File: config.mk
export PLATFORM = sky130hd
export DESIGN_NAME = sr_latch_driver
export DESIGN_NICKNAME = d
export VERILOG_FILES = /design/src/rtl/sr_latch_driver_pkg.sv /design/src/rtl/sr_latch_driver_sync_2ff.sv /design/src/rtl/sr_latch_driver.sv
export SDC_FILE = /design/constraint.sdc
export NUM_CORES = 1
export LEC_CHECK = 0
export ABC_AREA = 1
export BUFFER_PORTS_ARGS = -buffer_cell sky130_fd_sc_hd__buf_4
export CAP_MARGIN = 20
export CORE_UTILIZATION = 50
export DETAILED_ROUTE_END_ITERATION = 6
export PLACE_DENSITY = 0.72
export SYNTH_ARGS = -nofsm -noshare
export SYNTH_HDL_FRONTEND = slang
export SYNTH_HIERARCHICAL = 1
export SYNTH_SLANG_ARGS = --single-unit
File: constraint.sdc
create_clock -name clk -period 1.5 [get_ports clk]
set_input_delay 0.075 -clock clk [delete_from_list [all_inputs] [get_ports clk]]
set_output_delay 0.075 -clock clk [all_outputs]
set_load 0.05 [all_outputs]
File: src/rtl/sr_latch_driver_pkg.sv
// Shared types and constants for the SR latch command driver.
package sr_latch_driver_pkg;

    typedef enum logic [1:0] {
        ST_IDLE  = 2'd0,
        ST_PULSE = 2'd1,
        ST_GAP   = 2'd2,
        ST_CHECK = 2'd3
    } state_t;

    // Dead time must cover the readback synchronizer latency.
    localparam int unsigned GAP_W_MIN   = 2;
    localparam int unsigned PULSE_W_MIN = 1;

    function automatic int unsigned cnt_width(input int unsigned pw, input int unsigned gw);
        int unsigned m;
        m = (pw > gw) ? pw : gw;
        return $clog2(m + 1);
    endfunction

endpackage

File: src/rtl/sr_latch_driver_sync_2ff.sv
// Two-flop synchronizer for latch readback; clears to 0 on synchronous reset.
module sync_2ff (
    input  logic clk,
    input  logic rst,
    input  logic d,
    output logic q
);

    logic meta;

    always_ff @(posedge clk) begin
        if (rst) begin
            meta <= 1'b0;
            q    <= 1'b0;
        end else begin
            meta <= d;
            q    <= meta;
        end
    end

endmodule

File: src/rtl/sr_latch_driver.sv
// Drives a fixed-width, mutually exclusive set/reset pulse into an external SR latch,
// waits out a dead time, then confirms the latch state through synchronized readback.
module sr_latch_driver
    import sr_latch_driver_pkg::*;
#(
    parameter int unsigned PULSE_W = 4,
    parameter int unsigned GAP_W   = 2
) (
    input  logic clk,
    input  logic rst,
    input  logic cmd_valid,
    input  logic cmd_set,
    output logic cmd_ready,
    output logic s_out,
    output logic r_out,
    input  logic q_in,
    input  logic qb_in,
    output logic busy,
    output logic done,
    output logic fault,
    input  logic fault_clr
);

    localparam int unsigned CNT_W = cnt_width(PULSE_W, GAP_W);
    localparam logic [CNT_W-1:0] PULSE_LAST = CNT_W'(PULSE_W - 1);
    localparam logic [CNT_W-1:0] GAP_LAST   = CNT_W'(GAP_W - 1);

    if (GAP_W < GAP_W_MIN) begin : g_bad_gap
        $error("sr_latch_driver: GAP_W must be at least %0d", GAP_W_MIN);
    end
    if (PULSE_W < PULSE_W_MIN) begin : g_bad_pulse
        $error("sr_latch_driver: PULSE_W must be at least %0d", PULSE_W_MIN);
    end

    state_t           state, state_nx;
    logic [CNT_W-1:0] cnt, cnt_nx;
    logic             tgt, tgt_nx;
    logic             s_nx, r_nx, done_nx, busy_nx, fault_nx;
    logic             qs, qbs;
    logic             mismatch;

    sync_2ff u_sync_q (
        .clk (clk),
        .rst (rst),
        .d   (q_in),
        .q   (qs)
    );

    sync_2ff u_sync_qb (
        .clk (clk),
        .rst (rst),
        .d   (qb_in),
        .q   (qbs)
    );

    // Latch must read back as the target with complementary qb; q==qb always fails.
    assign mismatch  = (qs != tgt) || (qbs != ~tgt);
    assign cmd_ready = (state == ST_IDLE) && !rst;

    always_ff @(posedge clk) begin
        if (rst) begin
            state <= ST_IDLE;
            cnt   <= '0;
            tgt   <= 1'b0;
            s_out <= 1'b0;
            r_out <= 1'b0;
            done  <= 1'b0;
            busy  <= 1'b0;
            fault <= 1'b0;
        end else begin
            state <= state_nx;
            cnt   <= cnt_nx;
            tgt   <= tgt_nx;
            s_out <= s_nx;
            r_out <= r_nx;
            done  <= done_nx;
            busy  <= busy_nx;
            fault <= fault_nx;
        end
    end

    // Drives default low so only one of s/r can ever be requested, and only from PULSE.
    always_comb begin
        state_nx = state;
        cnt_nx   = cnt;
        tgt_nx   = tgt;
        s_nx     = 1'b0;
        r_nx     = 1'b0;
        done_nx  = 1'b0;
        fault_nx = fault_clr ? 1'b0 : fault;

        case (state)
            ST_IDLE: begin
                if (cmd_valid) begin
                    tgt_nx   = cmd_set;
                    cnt_nx   = '0;
                    s_nx     = cmd_set;
                    r_nx     = ~cmd_set;
                    state_nx = ST_PULSE;
                end
            end
            ST_PULSE: begin
                if (cnt == PULSE_LAST) begin
                    cnt_nx   = '0;
                    state_nx = ST_GAP;
                end else begin
                    cnt_nx = cnt + CNT_W'(1);
                    s_nx   = tgt;
                    r_nx   = ~tgt;
                end
            end
            ST_GAP: begin
                if (cnt == GAP_LAST) begin
                    cnt_nx   = '0;
                    done_nx  = 1'b1;
                    state_nx = ST_CHECK;
                end else begin
                    cnt_nx = cnt + CNT_W'(1);
                end
            end
            ST_CHECK: begin
                state_nx = ST_IDLE;
                if (mismatch) begin
                    fault_nx = 1'b1;
                end
            end
            default: begin
                state_nx = ST_IDLE;
            end
        endcase

        busy_nx = (state_nx != ST_IDLE);
    end

endmodule

======== Word level (Yosys, flattened, before mapping) ========
Cells that the tools add are included.
word-level totals
  output and inout bits ................... 6
  register bits after elaboration ......... 15
  logic and storage cells ................. 51
cells by class
  equality and inequality tests ........... 8
  reductions and logical operators ........ 9
  add/subtract/negate cells ............... 1
  bitwise gates (word level) .............. 3
  multiplexer cells ....................... 18
operator list
  cell                 number
  $mux 3               3
  $pmux 3 s3           1
  $mux 1               8
  $pmux 2 s4           1
  $mux 2               3
  $eq 2x2->1 const B   2
  $pmux 1 s2           2
  $reduce_and 2->1     2
  $add 3x1->3 const B  1
  $eq 3x1->1 const B   1
  $eq 3x2->1 const B   1
  $not 1->1            3
  $reduce_bool 3->1    1
  $eq 2x1->1 const B   1
  $logic_not 2->1      1
  $ne 1x1->1           2
  $ne 2x2->1 const B   1
  $reduce_bool 2->1    1
  $reduce_or 2->1      1
  $logic_and 1x1->1    1
  $logic_not 1->1      1
  $logic_or 1x1->1     1

======== Logic depth before layout (Yosys ltp) ========
  depth after elaboration ................. 5
  mapped depth ............................ 8

======== Cells and area by module ========
The synthesis kept the hierarchy.
by module, submodules not included
  module           cells an instance  instances  area each (µm²)  seq. area each (µm²)
  sr_latch_driver  86                 1          654.4            220.2
  sync_2ff         6                  2          55.1             40.0

======== Worst setup path after synthesis ========
Ideal clock, no wire load.
  kind .................................... reg2out
  start point ............................. register state[0]
  end point ............................... output port cmd_ready
  data arrival time ....................... 1395 ps
  setup slack ............................. 30 ps
  stages on the path, launching flop included .. 5
  buffers on the path ..................... 0
  path through ............................ dfxtp_1 inv_1 ha_1 inv_1 nor2_1
between the ends
  word-level cells in the longest chain between the ends .. 2
ends and longest elaborated chain
  what                      RTL line               RTL
  start: declaration        sr_latch_driver.sv:35  state_t state, state_nx;
  start signal: assignment  sr_latch_driver.sv:71  state <= state_nx;
  $logic_not 2->1           sr_latch_driver.sv:58  assign cmd_ready = (state == ST_IDLE) && !rst;
  $logic_and 1x1->1         sr_latch_driver.sv:58
  end: declaration          sr_latch_driver.sv:13  output logic cmd_ready,
Every way passes these cells.

======== Worst setup path after layout ========
Ends and elaborated chain as after synthesis.

==> results_dict.tcl <==
set metrics [dict create \
    clock_path_buffers 2 \
    hold_path.class "primary input to flip-flop" \
    finalHoldViolCount 0 \
    vdd_drop_max_mv 0.673 \
    end_kind "primary output" \
    drt_iter0_drc 5 \
    yosysWarnings 6 \
    rows 13 \
    synth_edf_count 0 \
    path_buf_inv 3 \
    syn_avg_cell_area_um2 7.80 \
    cts_tree "built" \
    postPlaceCellArea_um2 868 \
    crit_family "flip-flops" \
    synth_common_cells "inv_1 (21), nand2_1 (19), dfxtp_1 (15)" \
    finish.utilization_pct 68.4 \
    total_power_mw 0.837 \
    power_density_mw_per_mm2 896 \
    n_antenna_cell 0 \
    grt_max_degree 13 \
    ys_top_cells_by_area "dfxtp_1 (39%), ha_1 (15%), inv_1 (10%)" \
    post-place-cells 124 \
    viasPerCell 4.61 \
    path_cells "inv_2, ha_4, inv_1, nor2_1, buf_6" \
    synth.distinct_cells 20 \
    wl_per_cell_um 9.88 \
    antenna_found_initial 0 \
    syn_area_um2 764 \
    ioPinCount 13 \
    syn_inst 98 \
    routed_wirelength_um 1290 \
    cap_violations 0 \
    arrival_ns 1.29 \
    setup_viol 0 \
    firstDrtPassIters 2 \
    yosysTopAreaCell "dfxtp_1" \
    drcViolationCount 0 \
    globalRouteMet2Util_pct 32.4 \
    min_path_cells 4 \
    busiest_layer "met2" \
    fin_cells 130 \
    r2r_setup_slack_ns 0.17 \
    first_global_vias 517 \
    numCtsBuffers 3 \
    overflow 0 \
    synth_nets 114 \
    critical-path-slowest-cell "dfxtp_2" \
    die_h_um 41.1 \
    start_util_pct 56.0 \
    htreeDepth 1 \
    start_kind "flip-flop" \
    final_layout_size_suffix_gt1_share_pct 23.5 \
    synth-seq-area-share_pct 39.3 \
    num_vias 599 \
    yosysTopAreaCellShare_pct 39.3 \
    fin_skew_ns 0.00353 \
    async_reset_ff_share_pct 0 \
    nNetsFinal 132 \
    period_minus_slack_ns 1.37 \
    synth_ff_type "dfxtp_1" \
    max_stage_delay_ns 0.35 \
    finalCritPeriodShare_pct 91.0 \
    grtUsageTotal_pct 20.3 \
    cellLeakagePower_nw 0.463 \
    syn_to_final_growth_pct 22.3 \
    fin_area_um2 935 \
    whs_ns 0.0271 \
    relSlewSlack_pct 87.8 \
    crit_type "flip-flop to primary output" \
    outcome "complete, no violations" \
    synth_seq_cells 15 \
    cp_num_cells 5 \
    gp_congestion 0.732 \
    gr-usage-met1_pct 24.3 \
    path_clk_slew_ns 0.09 \
    postRouteAntennaNets 0 \
    drv_slew 0 \
    crit_fanout 5 \
    required_ns 1.42 \
    synth.most_common_cell "inv_1" \
    grt_pass1_wl_um 2170 \
    worstMarginPinSlew_ns 0.183 \
    rr_worst_depth 8 \
    grtUsageMet3_pct 9.78 \
    cts.sinks 15 \
    core_region_area_mm2 0.00137 \
    cts_root_buf "clkbuf_4" \
    die_x_um 41.1 \
    clock_latency_ns 0.29 \
    die_area_mm2 0.00169 \
    fmaxAchievable_mhz 732 \
    portBuffers 12 \
    place_hpwl_um 955 \
]
==> worst min-delay path, stage by stage <==
cell	delay, ns
buf_4	0.07
inv_1	0.03
nand2_1	0.05
a21oi_1	0.05
==> sequential cells by signal, indices dropped and copies added (netlist names) <==
| register | flops |
|---|---|
| busy | 1 |
| cnt | 3 |
| done | 1 |
| fault | 1 |
| r_out | 1 |
| s_out | 1 |
| state | 2 |
| tgt | 1 |
| u_sync_q/meta | 1 |
| u_sync_q/q | 1 |
| u_sync_qb/meta | 1 |
| u_sync_qb/q | 1 |
==> power breakdown <==
part / total (mW) / internal [mW] / switching, mW / leakage, nW
Combinational: 0.174 / 0.0644 / 0.110 / 0.322
Clock: 0.233 / 0.0995 / 0.134 / 0.0177
Sequential: 0.430 / 0.418 / 0.0119 / 0.124
Total: 0.837 / 0.582 / 0.255 / 0.463
==> per-layer routing <==
metal  routed length (um)  share of wire (%)
met1                  605                 47
met2                  587                 46
met3                   72                5.6
met4                   20                1.6
met5                    0                  0
==> final cells by class <==
type / count / area (um^2)
Multi-Input combinational cell: 60 / 389
Clock buffer: 3 / 22.5
Tap cell: 15 / 18.8
Timing Repair Buffer: 14 / 114
Inverter: 22 / 82.6
Sequential cell: 15 / 303
Clock inverter: 1 / 5.00
Fill cell: 117 / 432
==> worst paths after layout <==
| path | startpoint | end |
|---|---|---|
| setup / recovery | state[0] | cmd_ready |
| hold / removal | fault_clr | fault |
| setup reg to reg | cnt[0] | busy |
| hold reg to reg | u_sync_qb/meta | u_sync_qb/q |
==> cells by family (layout without fill, tap and decap cells) <==
kind of cell	count (synthesis)	count (layout)	synth area share, %
AO/OA/AOI/OAI	15	15	11.5
flip-flops	15	15	39.3
buffers and inverters	23	40	11.5
adder cells (fa/ha/maj)	9	9	14.7
AND/OR/NAND/NOR	36	36	23.1
==> repair_timing <==
item | in CTS | in global routing
buffers inserted | 0 | 0
hold buffers | 2 | 0
endpoints found under the hold margin | 2 | 0
setup endpoints to repair | 1 | 3
pin swaps | 0 | 1
resized for setup | 3 | 3
==> cells in the final DEF, fill, tap and decap left out, types with 3 or more instances in the layout <==
master,instances
buf_4,11
ha_1,8
nor2_1,8
a21oi_1,6
clkbuf_4,3
inv_1,20
o21ai_0,4
nand2_1,19
dfxtp_1,13
nand3_1,3
==> per-stage QoR <==
| step | setup slack, ns | setup TNS [ns] |
|---|---|---|
| 2_1_floorplan | 0.0297 | 0 |
| 5_1_grt | -0.00940 | -0.00940 |
| 3_5_place_dp | 0.165 | 0 |
| 4_1_cts | 0.0342 | 0 |
| 6_report | 0.135 | 0 |
| 3_3_place_gp | 0.209 | 0 |
Note: power is estimated with default switching activity, not from simulation.
